<file path="src/rtl/key_filter_multi.sv">
// key_filter_multi: N-channel active-low key debouncer with press/release pulses.
// Long-press pulse output is enabled by defining KEY_FILTER_LONG_PRESS_EN.
module key_filter_multi #(
  parameter int N_KEYS          = 4,
  parameter int DEBOUNCE_CYCLES = 1_000_000,
  parameter int LONG_CYCLES     = 50_000_000
) (
  input  logic              Clk,
  input  logic              Reset_n,
  input  logic [N_KEYS-1:0] key_in,
  output logic [N_KEYS-1:0] key_state,
  output logic [N_KEYS-1:0] key_press,
  output logic [N_KEYS-1:0] key_release,
  output logic [N_KEYS-1:0] key_long
);

`ifdef KEY_FILTER_LONG_PRESS_EN
  localparam int CNT_W = $clog2(LONG_CYCLES + 1);
  localparam logic [CNT_W-1:0] LG_MAX = CNT_W'(LONG_CYCLES - 1);
  localparam logic [CNT_W-1:0] LG_SAT = CNT_W'(LONG_CYCLES);
`else
  localparam int CNT_W = $clog2(DEBOUNCE_CYCLES + 1);
`endif
  localparam logic [CNT_W-1:0] DB_MAX = CNT_W'(DEBOUNCE_CYCLES - 1);
  localparam logic [CNT_W-1:0] ONE    = CNT_W'(1);

  if (DEBOUNCE_CYCLES < 2 || LONG_CYCLES < DEBOUNCE_CYCLES) begin : g_param_err
    $error("key_filter_multi: bad DEBOUNCE_CYCLES/LONG_CYCLES");
  end

  typedef enum logic [1:0] {
    UP, PRESS_FLT, DOWN, RELEASE_FLT
  } state_t;

  logic [N_KEYS-1:0] s1, s2;

  // Idle level is released (1) so reset never looks like a press.
  always_ff @(posedge Clk or negedge Reset_n) begin
    if (!Reset_n) begin
      s1 <= '1;
      s2 <= '1;
    end else begin
      s1 <= key_in;
      s2 <= s1;
    end
  end

`ifndef KEY_FILTER_LONG_PRESS_EN
  assign key_long = '0;
`endif

  for (genvar i = 0; i < N_KEYS; i++) begin : g_ch
    state_t           st_q, st_d;
    logic [CNT_W-1:0] cnt_q, cnt_d;
    logic             lvl_q, lvl_d;
    logic             prs_q, prs_d;
    logic             rel_q, rel_d;
`ifdef KEY_FILTER_LONG_PRESS_EN
    logic             lng_q, lng_d;
    logic             done_q, done_d;
`endif

    always_ff @(posedge Clk or negedge Reset_n) begin
      if (!Reset_n) begin
        st_q   <= UP;
        cnt_q  <= '0;
        lvl_q  <= 1'b0;
        prs_q  <= 1'b0;
        rel_q  <= 1'b0;
`ifdef KEY_FILTER_LONG_PRESS_EN
        lng_q  <= 1'b0;
        done_q <= 1'b0;
`endif
      end else begin
        st_q   <= st_d;
        cnt_q  <= cnt_d;
        lvl_q  <= lvl_d;
        prs_q  <= prs_d;
        rel_q  <= rel_d;
`ifdef KEY_FILTER_LONG_PRESS_EN
        lng_q  <= lng_d;
        done_q <= done_d;
`endif
      end
    end

    always_comb begin
      st_d  = st_q;
      cnt_d = cnt_q;
      lvl_d = lvl_q;
      prs_d = 1'b0;
      rel_d = 1'b0;
`ifdef KEY_FILTER_LONG_PRESS_EN
      lng_d  = 1'b0;
      done_d = done_q;
`endif
      unique case (st_q)
        UP: begin
          if (!s2[i]) begin
            st_d  = PRESS_FLT;
            cnt_d = '0;
          end
        end
        PRESS_FLT: begin
          if (s2[i]) begin
            st_d  = UP;
            cnt_d = '0;
          end else if (cnt_q == DB_MAX) begin
            st_d  = DOWN;
            cnt_d = '0;
            lvl_d = 1'b1;
            prs_d = 1'b1;
`ifdef KEY_FILTER_LONG_PRESS_EN
            done_d = 1'b0;
`endif
          end else begin
            cnt_d = cnt_q + ONE;
          end
        end
        DOWN: begin
          if (s2[i]) begin
            st_d  = RELEASE_FLT;
            cnt_d = '0;
          end
`ifdef KEY_FILTER_LONG_PRESS_EN
          // done_q keeps a release bounce from re-arming the long pulse.
          else if (cnt_q == LG_MAX) begin
            cnt_d = LG_SAT;
            if (!done_q) begin
              lng_d  = 1'b1;
              done_d = 1'b1;
            end
          end else if (cnt_q != LG_SAT) begin
            cnt_d = cnt_q + ONE;
          end
`endif
        end
        RELEASE_FLT: begin
          if (!s2[i]) begin
            st_d  = DOWN;
            cnt_d = '0;
          end else if (cnt_q == DB_MAX) begin
            st_d  = UP;
            cnt_d = '0;
            lvl_d = 1'b0;
            rel_d = 1'b1;
          end else begin
            cnt_d = cnt_q + ONE;
          end
        end
        default: begin
          st_d  = UP;
          cnt_d = '0;
        end
      endcase
    end

    assign key_state[i]   = lvl_q;
    assign key_press[i]   = prs_q;
    assign key_release[i] = rel_q;
`ifdef KEY_FILTER_LONG_PRESS_EN
    assign key_long[i]    = lng_q;
`endif
  end

endmodule

</file>
<file path="config.mk">
export PLATFORM = sky130hd
export DESIGN_NAME = key_filter_multi
export DESIGN_NICKNAME = d
export VERILOG_FILES = /design/src/rtl/key_filter_multi.sv
export SDC_FILE = /design/constraint.sdc
export NUM_CORES = 1
export LEC_CHECK = 0
export ABC_AREA = 1
export CORE_MARGIN = 3
export CORE_UTILIZATION = 32
export DETAILED_ROUTE_END_ITERATION = 10
export GPL_ROUTABILITY_DRIVEN = 0
export PLACE_DENSITY = 0.52
export SETUP_SLACK_MARGIN = 0.15
export SLEW_MARGIN = 20
export SYNTH_ARGS = -nofsm -noshare
export SYNTH_HDL_FRONTEND = slang
export SYNTH_SLANG_ARGS = --single-unit
</file>
<file path="constraint.sdc">
create_clock -name Clk -period 2.2 [get_ports Clk]
set_input_delay 0.44 -clock Clk [delete_from_list [all_inputs] [get_ports Clk]]
set_output_delay 0.44 -clock Clk [all_outputs]
set_load 0.1 [all_outputs]
</file>
==> impl_metrics.json <==
{
  "post-route-period-util_pct": 84.01,
  "leakage_nw": 2.928,
  "tritoncts": "built",
  "synth_most_common_cell": "nand2_1",
  "grt_first_pass_wirelength_mm": 22.36,
  "clk_latency_ns": 0.36,
  "die_width_um": 143.1,
  "drt-initial-drc-count": 304,
  "max_stage_delay_ns": 0.39,
  "antennaDiodeCount": 0,
  "power.share.sequential_pct": 48.9,
  "drive_above_1_share_pct": 10.43,
  "route.detailed.drc": 0,
  "setup_tns_ns": 0,
  "rsz0062_at_grt": "no",
  "clock-sinks": 108,
  "outcome": "finished clean",
  "ys_ff_latch": 108,
  "cts_hold_buf": 0,
  "endpoint_kind": "flip-flop",
  "postCtsSetupBuffers": 0,
  "critPathArrivalTime_ns": 2.08,
  "multi_input_area_um2": 2738,
  "cp_slowest_cell": "dfrtp_1",
  "yosysTopAreaCell": "dfrtp_1",
  "dieArea_um2": 20480,
  "grt-ovfl-total": 0,
  "p_per_area_nw_per_um2": 666.4,
  "cts_buffers": 9,
  "viasPerCell": 4.673,
  "ys_types": 40,
  "drt-pass1-iter-count": 4,
  "ant_nets": 0,
  "synth-adder-area-share_pct": 0.8321,
  "synth_area_leaders": "dfrtp_1 42%, nand2_1 10%, nor2_1 7.1%, inv_1 6.2%, nand3_1 5.1%",
  "fillerInstances": 1871,
  "max_freq_ghz": 0.5410,
  "relSlewSlack_pct": 62.96,
  "worstPathRequired_ns": 2.43,
  "stdcell_count": 1025,
  "setup_viol": 0,
  "area_growth_pct": 10.44,
  "yosysTopAreaCellShare_pct": 41.61,
  "num_io_pins": 22,
  "antenna_found_initial": 0,
  "hold_viol": 0,
  "synth_edf_count": 0,
  "ir_worst_vdd_uv": 309.5,
  "syn_area_per_cell_um2": 7.731,
  "p_switching_mw": 1.270,
  "cts_buffer_depth": 2,
  "synth-simple-area-share_pct": 33.66,
  "synth_cells": 778,
  "grt_pass1_vias": 4700,
  "synth_compound_area_share_pct": 6.803,
  "post_cts_resized": 0,
  "dieHeight_um": 143.1,
  "core_area_um2": 18210,
  "cts_root_buf": "clkbuf_16",
  "critPathBufInv": 1,
  "grtUsageTotal_pct": 13.32,
  "switching_share_pct": 28.69,
  "path_class": "flip-flop to flip-flop",
  "seqCellArea_um2": 2713,
  "cap_violations": 0,
  "slew_violations": 0,
  "vias": 4790,
  "fp-row-count": 49,
  "port-buffer-count": 17,
  "synth_common_cells": "166 x nand2_1, 113 x nor2_1, 100 x dfrtp_1, 100 x inv_1, 61 x nand3_1",
  "worst_pin_slew_ns": 0.5544,
  "place_inst": 1009,
  "synth-warning-count": 0,
  "synth_top_family_by_area": "simple AND/OR/NAND/NOR gates",
  "ys_seq_area_share_pct": 45.10,
  "crit_top_cell": "nand3_2",
  "place_hpwl_mm": 9.293,
  "finalNetCount": 801,
  "critPathLaunchType": "flip-flop",
  "synth_async_sr_flop_share_pct": 100.0,
  "synth_xor_area_share_pct": 3.932,
  "synthMuxAreaShare_pct": 0,
  "crit_family": "simple AND/OR/NAND/NOR gates",
  "critPathMaxFanout": 12,
  "path_cells": "ha_1, nand3_2, nor3_2, nand3_2, nand2_2, inv_2, o211ai_1, o21ai_0",
  "skew_ns": 0.007089,
  "min_period_ns": 1.848,
  "internal_power_mw": 3.157,
  "synthesis.area_um2": 6015,
  "p_clk_share_pct": 38.0,
  "initial_core_util_pct": 33.03,
  "routedWlPerCell_um": 12.31,
  "grt_start_max_net_pins": 48,
  "synthFlopType": "dfrtp_1",
  "wl_mm": 12.61,
  "clk_pin_slew_ns": 0.07,
  "htreeDepth": 3,
  "hp-class": "input port to async pin",
  "combPwrFrac_pct": 13.1
}
[placed cells by master (no fill, tap or decap), types with 3 or more instances in the layout]
cell and n:
nor2_1 113, nand2_1 165, xnor2_1 4, inv_1 100
inv_2 7, nor2_4 3, nor2_2 6, dfrtp_1 100
a31oi_1 3, nand3_1 61, o22ai_1 8, clkbuf_16 9
nand2_2 11, a21oi_1 20, dfstp_2 8, nor3_2 7
o21ai_0 28, nor4_1 3, clkdlybuf4s50_1 4, buf_4 16
xor2_1 23, clkinvlp_4 3, nand4_1 28, ha_1 4
nor3_1 29, conb_1 4
[worst reg2reg max path: stages, from the launching register on]
cell and delay [ns]:
dfrtp_1 0.39, ha_1 0.22, nand3_2 0.13, nor3_2 0.22, nand3_2 0.15, nand2_2 0.23, inv_2 0.17, o211ai_1 0.11
o21ai_0 0.11
[routing by layer]
layer / routed length (um) / global-route usage, % / vias to the layer above
li1: - / - / 2520
met1: 6473 / 18.41 / 2204
met2: 5645 / 21.09 / 55
met3: 349 / 3.115 / 11
met4: 146 / 3.452 / 0
met5: 0 / 0 / -
[logic make-up (layout without fill, tap and decap cells)]
| family | after synthesis | after routing |
|---|---|---|
| buffers and inverters | 130 | 145 |
| other | 1 | 4 |
| adders and majority gates | 4 | 4 |
| DFF | 108 | 108 |
| xor gates and xnor gates | 27 | 27 |
| and+or+nand+nor | 436 | 436 |
| AOI/OAI and AO/OA | 72 | 72 |
[layout make-up]
class / count / share of cell area [%]
timing repair buffer: 22 / 3.014
multi-input combinational: 543 / 41.21
tap: 229 / 4.313
sequential: 108 / 40.84
inverter: 107 / 6.046
clock inverter: 5 / 0.9230
clock buffer: 11 / 3.654
[flip-flops by register name (all words and copies together) (netlist names), named ones only]
signal and cells:
g_ch.cnt_q 80, g_ch.lvl_q 4, g_ch.prs_q 4, g_ch.rel_q 4, g_ch.st_q 4, s1 4
s2 4
[through the flow]
| step | power (mW) | hold slack (ns) | cell area, um2 | utilization [%] | worst slack [ns] |
|---|---|---|---|---|---|
| 6_report | 4.427 | 0.02679 | 6643 | 36.48 | 0.3517 |
| 5_1_grt | 4.664 | 0.06092 | 6643 | 36.48 | 0.1613 |
| 4_1_cts | 4.502 | 0.04245 | 6640 | 36.47 | 0.3207 |
| 3_5_place_dp | 2.792 | 0.3488 | 6336 | 34.80 | 0.3144 |
| 3_3_place_gp | 2.789 | 0.3503 | 6336 | 34.80 | 0.3746 |
| 2_1_floorplan | 2.632 | 0.1444 | 6026 | - | 0.6569 |
[worst paths after layout]
kind                                               from                             to  slack (ns)  cells past startpoint
setup / recovery           g_ch[0].cnt_q[0]$_DFFE_PN0P_  g_ch[0].cnt_q[10]$_DFFE_PN0P_        0.35                      8
hold / removal                                  Reset_n   g_ch[2].cnt_q[4]$_DFFE_PN0P_        0.03                      1
setup reg to reg           g_ch[0].cnt_q[0]$_DFFE_PN0P_  g_ch[0].cnt_q[10]$_DFFE_PN0P_        0.35                      8
hold reg to reg                         s1[0]$_DFF_PN1_                s2[0]$_DFF_PN1_        0.36                      0
max in group asynchronous                       Reset_n                s1[3]$_DFF_PN1_        1.51                      2
min in group Clk                        s1[0]$_DFF_PN1_                s2[0]$_DFF_PN1_        0.36                      0
[power by group through the flow]
stage          Combinational [mW]  Sequential (mW)  Clock [mW]
2_1_floorplan               0.452             2.18           0
6_report                    0.579             2.17        1.68
5_1_grt                     0.670             2.18        1.81
3_5_place_dp                0.588             2.20           0
4_1_cts                     0.592             2.16        1.75
3_3_place_gp                0.587             2.20           0
Power figures use the tool's default switching activity.
